`src/rtl/add_subtract_itself_core.sv`:
```
// rtl/add_subtract_itself_core.sv - registered-operand add/subtract accumulator with carry and overflow flags
module add_subtract_itself_core (
    input  logic       i_clk,
    input  logic       ni_rst,
    input  logic [7:0] i_a,
    input  logic       add_sub,
    output logic [7:0] o_sum,
    output logic       o_carry,
    output logic       o_ovf
);

    logic signed [7:0] o_a;
    logic signed [7:0] o_result;

    logic [7:0] operand_b;
    logic [8:0] raw_sum;
    logic [7:0] next_result;
    logic       next_ovf;

    // One shared adder: subtract is the inverted accumulator plus a carry-in of one,
    // so the carry-out reads as "no borrow" when subtracting.
    always_comb begin
        operand_b   = add_sub ? ~o_result : o_result;
        raw_sum     = {1'b0, o_a} + {1'b0, operand_b} + {8'd0, add_sub};
        next_result = raw_sum[7:0];
        next_ovf    = (o_a[7] == operand_b[7]) && (next_result[7] != o_a[7]);
    end

    // Operand capture, accumulate and flag update; flags describe only the latest edge.
    always_ff @(posedge i_clk or negedge ni_rst) begin
        if (!ni_rst) begin
            o_a      <= '0;
            o_result <= '0;
            o_carry  <= 1'b0;
            o_ovf    <= 1'b0;
        end else begin
            o_a      <= i_a;
            o_result <= next_result;
            o_carry  <= raw_sum[8];
            o_ovf    <= next_ovf;
        end
    end

    assign o_sum = o_result;

endmodule

```
`config.mk`:
```
export PLATFORM = sky130hd
export DESIGN_NAME = add_subtract_itself_core
export DESIGN_NICKNAME = d
export VERILOG_FILES = /design/src/rtl/add_subtract_itself_core.sv
export SDC_FILE = /design/constraint.sdc
export NUM_CORES = 1
export LEC_CHECK = 0
export CORE_UTILIZATION = 46
export CTS_BUF_LIST = sky130_fd_sc_hd__clkbuf_2 sky130_fd_sc_hd__clkbuf_4 sky130_fd_sc_hd__clkbuf_8
export DETAILED_ROUTE_END_ITERATION = 7
export HOLD_SLACK_MARGIN = 0.05
export PLACE_DENSITY = 0.8
export SLEW_MARGIN = 0
export SYNTH_ARGS = -nofsm -noshare
export SYNTH_HDL_FRONTEND = slang
export SYNTH_SLANG_ARGS = --single-unit
```
`constraint.sdc`:
```
create_clock -name i_clk -period 1.9 [get_ports i_clk]
set_clock_uncertainty 0.2 [all_clocks]
set_input_delay 0.285 -clock i_clk [delete_from_list [all_inputs] [get_ports i_clk]]
set_output_delay 0.285 -clock i_clk [all_outputs]
set_load 0.02 [all_outputs]
```
==> results.md, run 1 <==
* CTS tree: built
* First-pass GRT wire length at 3440 um
* Worst-path maximum fanout at 3
* Static leakage at 0.000662 uW
* Vias in the first global route at 769
* Mux share of post-synthesis cell area at 1.49%
* Die width at 46.7 um
* Initial antenna violation count at 0
* RSZ-0062 raised after global routing: yes
* Fin Hold WS at 0.101 ns
* Critical Path AT at 2.05 ns
* Yosys top cell by area: dfrtp_1
* Post-route ant nets at 0
* Setup ws final at -0.125 ns
* Critical setup path kind: register to register
* Outcome: complete, but fails checks
* Most frequent cell after synthesis: dfrtp_1
* Final core occ at 84.4%
* Critical path startpoint category: register
* Worst R2R Setup Slack at -0.12 ns
* FF-to-FF Start: o_sum[2]
* Root Buffer: clkbuf_4
* Clock slew at reported path FFs at 0.11 ns
* Synth top area share at 48.9%
* Number of I/O port buffers at 20
* Largest net degree at the start of global routing at 19
* VDD IR max at 1.18 mV
* Total gr overflow at 0
* P per Cell Area at 1820 nW/um^2
* Clk buf depth at 2
* Post-synthesis adder-cell area fraction at 11.7%
* Final #Nets at 146
* Floorplan row count at 15
* Max H-tree Level at 1
* Most frequent cells after synthesis: 18 x dfrtp_1, 9 x xor2_1, 7 x ha_1
* Gpl congestion at 0.815
* Residual DRC count at 0
* CTS Buf Count at 3
* Ports at 21
* Compound-Gate Fraction of Synth Area at 15.4%
* DRT iter0 DRCs at 8
* Syn Inst Count at 78
* Slew Limit Fails at 0
* Initial Util at 51.1%
* First-pass DRT Iterations at 4
* Gr usage total at 23.1%
* Wire per inst at 16.8 um
* Synth area leaders: dfrtp_1 49%, ha_1 9.5%, xor2_1 8.6%, xnor2_1 2.9%, fa_1 2.2%
* Min Clock Period, post-route at 2.02 ns
* Antenna cells at 0
* Via count at 807
* DP Wirelength at 1520 um
* HP Class: primary input to async pin
* Max Clk Rate at 494 MHz
* Fillers at 95
* R2r endpoint: o_sum[6]
* Synthesis-stage register bit count at 18
* Vias per cell at 5.34
* Full die area at 2180 sq um
* Drt total wl at 2540 um
* Ratio of cells with drive above 1 in the final layout at 45.2%
* Clock sink total at 18
* Simple-Gate Fraction of Synth Area at 8.70%
* CP Capture Type: register
* Reg2reg path depth at 6
* Layout area overhead at 65.2%
* Slew HR at 77.2%
* Finish-stage setup viols at 6
* Post-synthesis xor/xnor area fraction at 11.4%
* Synth unique cells at 31
* Clk_lat worst skew at 0.31 ns
* Average cell area after synthesis at 11.8 sq um
* Tcrit/Tclk final at 107%
* Least-Margin Pin Slew at 0.338 ns
* Die H at 46.7 um
* Main combinational cell family by area after synthesis: compound AO/OA/AOI/OAI gates
* Failing checks: setup timing
* Yosys warnings at 0
* Syn Nets at 97
* Register area share after synthesis at 48.9%
* Final Hold Fails at 0
* Max cap viols at 0
* Post-Syn Area at 921 sq um
* Dominant synthesized flop cell: dfrtp_1
* CORE AREA at 1800 sq um
* Asr flop ratio synth at 100%
* Number of synthesized flops with an enable pin at 0
* Required time of the worst setup path at 1.93 ns
how the worst max path moves through the flow:
stage	start	depth (start not counted)	end	slack, ns
final	o_sum[2]	6	o_sum[6]	-0.12
after global routing	o_sum[2]	7	o_sum[5]	-0.16
after CTS	o_sum[2]	6	o_sum[6]	-0.12
after detailed placement	add_sub	8	o_sum[6]	-0.64
after global placement	add_sub	8	o_ovf	-0.63
after floorplan	o_sum[2]	6	o_sum[6]	-0.07
per-layer routing:
metal	track usage (%)	up-vias	share of wire (%)
li1	-	372	-
met1	32.1	397	43
met2	36.7	26	49
met3	2.31	12	4.5
met4	10.3	0	3.8
met5	0	-	0
flip-flops by register name, indices dropped and copies added (netlist names):
signal   cells
o_a          8
o_carry      1
o_ovf        1
o_sum        8
critical path: stages (launching register included):
cell	delay, ns
dfrtp_2	0.44
xor2_2	0.20
ha_4	0.24
nor2b_4	0.12
o31a_1	0.29
o31ai_2	0.25
a21boi_2	0.20
kinds of logic after synthesis:
| family | Yosys count |
|---|---|
| buf+inv | 4 |
| fa+ha+maj | 8 |
| xor+xnor | 12 |
| compound gates | 19 |
| simple gates | 16 |
| flops | 18 |
| mux | 1 |
layout make-up:
| class | count | area, sq um | area share, % |
|---|---|---|---|
| tap | 25 | 31.3 | 2.06 |
| sequential | 18 | 454 | 29.9 |
| multi-input combinational | 56 | 589 | 38.7 |
| inverter | 3 | 11.3 | 0.740 |
| clock buffer | 4 | 30.0 | 1.97 |
| timing repair buffer | 45 | 405 | 26.6 |
what timing repair did:
action                                  4_1_cts  5_1_grt
buffers inserted                              2        3
endpoints found under the setup margin        7        9
hold buffers                                  0        0
pin swaps                                     6        8
resized for setup                             8       23
power by group:
| group | internal [uW] | switching, uW | leakage, uW |
|---|---|---|---|
| Sequential | 516 | 95.9 | 0.000208 |
| Clock | 96.2 | 125 | 0.0000184 |
| Combinational | 1020 | 916 | 0.000436 |
| Total | 1630 | 1140 | 0.000662 |
cell usage in the layout (no fill, tap or decap), drive strengths merged, types with 2 or more instances in the layout:
cell and instances:
buf 25, xnor2 3, and2 2, clkdlybuf4s50 17
dlymetal6s2s 2, dfrtp 18, nor2 5, clkbuf 4
o21a 2, inv 3, a21oi 3, xor2 9
nand3 2, nand2 2, o21ai 4, ha 7
stage by stage:
stage,instances,setup WS (ns),setup TNS [ns],area [sq um],power [uW]
after floorplan,78,-0.0669,-0.129,941,1460
after global placement,143,-0.628,-3.99,1320,2080
after detailed placement,143,-0.644,-4.33,1320,2130
after CTS,149,-0.125,-0.569,1400,2450
after global routing,151,-0.159,-0.710,1520,2930
final,151,-0.125,-0.469,1520,2770
Power figures use the tool's default switching activity.
==> inputs of run 2 (changes only) <==
Settings changed: CORE_ASPECT_RATIO set to 1.5, CTS_CLUSTER_SIZE set to 25.
==> results.md, run 2 (synthesized netlist as in run 1, its figures left out) <==
* Gr usage total at 23.2%
* Clock sink total at 18
* CORE AREA at 1850 sq um
* Antenna cells at 0
* Gpl congestion at 0.902
* HP Class: primary input to async pin
* Floorplan row count at 19
* Max Clk Rate at 495 MHz
* Drt total wl at 2430 um
* Crit-path cells: xor2_1 > ha_1 > nor2b_4 > o31a_1 > o21ai_0 > a21boi_2
* Total gr overflow at 0
* Most frequent cells in the layout: 27 x buf_4, 15 x clkdlybuf4s50_1, 15 x dfrtp_1
* VDD IR max at 1.10 mV
* RSZ-0062 raised after global routing: yes
* Max H-tree Level at 1
* Ratio of cells with drive above 1 in the final layout at 43.8%
* First-pass GRT wire length at 3470 um
* Min Clock Period, post-route at 2.02 ns
* Most common cell after layout, fill and taps aside: buf_4
* Number of I/O port buffers at 20
* Critical Path AT at 2.00 ns
* Final Hold Fails at 0
* Max cap viols at 0
* Largest net degree at the start of global routing at 19
* Critical setup path kind: register to register
* Via count at 810
* Residual DRC count at 0
* Static leakage at 0.000663 uW
* Ports at 21
* Final #Nets at 148
* CP Capture Type: register
* Clock slew at reported path FFs at 0.10 ns
* Slew Limit Fails at 0
* Die width at 38.5 um
* Outcome: complete, but fails checks
* Wire per inst at 16.3 um
* Finish-stage setup viols at 5
* Vias per cell at 5.44
* Critical path startpoint category: register
* Crit-path slowest cell: dfrtp_2
* CTS Buf Count at 3
* Root Buffer: clkbuf_4
* Post-route ant nets at 0
* DRT iter0 DRCs at 21
* Setup TNS at -0.420 ns
* CTS tree: built
* Slowest stage delay, CP at 0.43 ns
* Failing checks: setup timing
* Worst-path maximum fanout at 3
* Setup ws final at -0.119 ns
* Post-route insts no fill at 149
* Vias in the first global route at 816
* Clk buf depth at 2
* Placed instance count at 142
* Final core occ at 79.4%
* Initial Util at 49.7%
* Layout area overhead at 59.9%
* Clk_lat worst skew at 0.29 ns
* Required time of the worst setup path at 1.88 ns
* Tcrit/Tclk final at 106%
* Place WS at -0.618 ns
* Die H at 56.8 um
* Initial antenna violation count at 0
* DP Wirelength at 1560 um
* First-pass DRT Iterations at 4
* P per Cell Area at 1840 nW/um^2
* Fin Hold WS at 0.109 ns
* Least-Margin Pin Slew at 0.324 ns
* Slew HR at 78.2%
* Full die area at 2190 sq um
==> run 2: timing repair <==
item                       4_1_cts  5_1_grt
hold buffers                     0        0
gates cloned                     0        0
gates resized for setup          6       19
pin swaps                        3        7
setup endpoints to repair        8        9
buffers inserted                 0        3
==> run 2: layout make-up <==
class,count,area [sq um]
clock buffer,4,30.0
fill,119,382
inverter,3,11.3
multi-input combinational,56,546
sequential,18,454
tap,21,26.3
timing repair buffer,47,405
==> run 2: critical path: cells and delay by family, from the launching register on <==
kind	cells	cell delay [ns]
compound gates	3	0.65
flops	1	0.43
fa+ha+maj	1	0.32
xor+xnor	1	0.16
simple gates	1	0.14
==> run 2: path summary, 6_finish.rpt <==
check	startpoint	to	slack, ns	cells after the start
setup / recovery	o_sum[2]	o_sum[6]	-0.12	6
hold / removal	ni_rst	o_a[6]	0.11	2
setup reg to reg	o_sum[2]	o_sum[6]	-0.12	6
hold reg to reg	o_a[0]	o_sum[0]	0.38	2
max in group asynchronous	ni_rst	o_sum[2]	1.17	2
min in group i_clk	i_a[5]	o_a[5]	0.21	1
==> run 2: per-stage QoR <==
step | instance area, sq um | power, uW
finish | 1470 | 2700
global route | 1470 | 2860
CTS | 1390 | 2470
detailed placement | 1340 | 2180
global placement | 1340 | 2140
floorplan | 941 | 1460
==> run 2: metal layers <==
metal  GRT usage (%)  vias to the layer above  part of all wire, %
met2            36.9                       29                   54
met1            26.7                      396                   38
met4            16.3                        0                  5.4
met5               0                        -                    0
met3            3.56                       13                  2.7
li1                -                      372                    -
==> run 2: where the power goes <==
part           switching, uW  internal, uW
Combinational            896           992
Sequential              85.2           516
Clock                    118          96.1
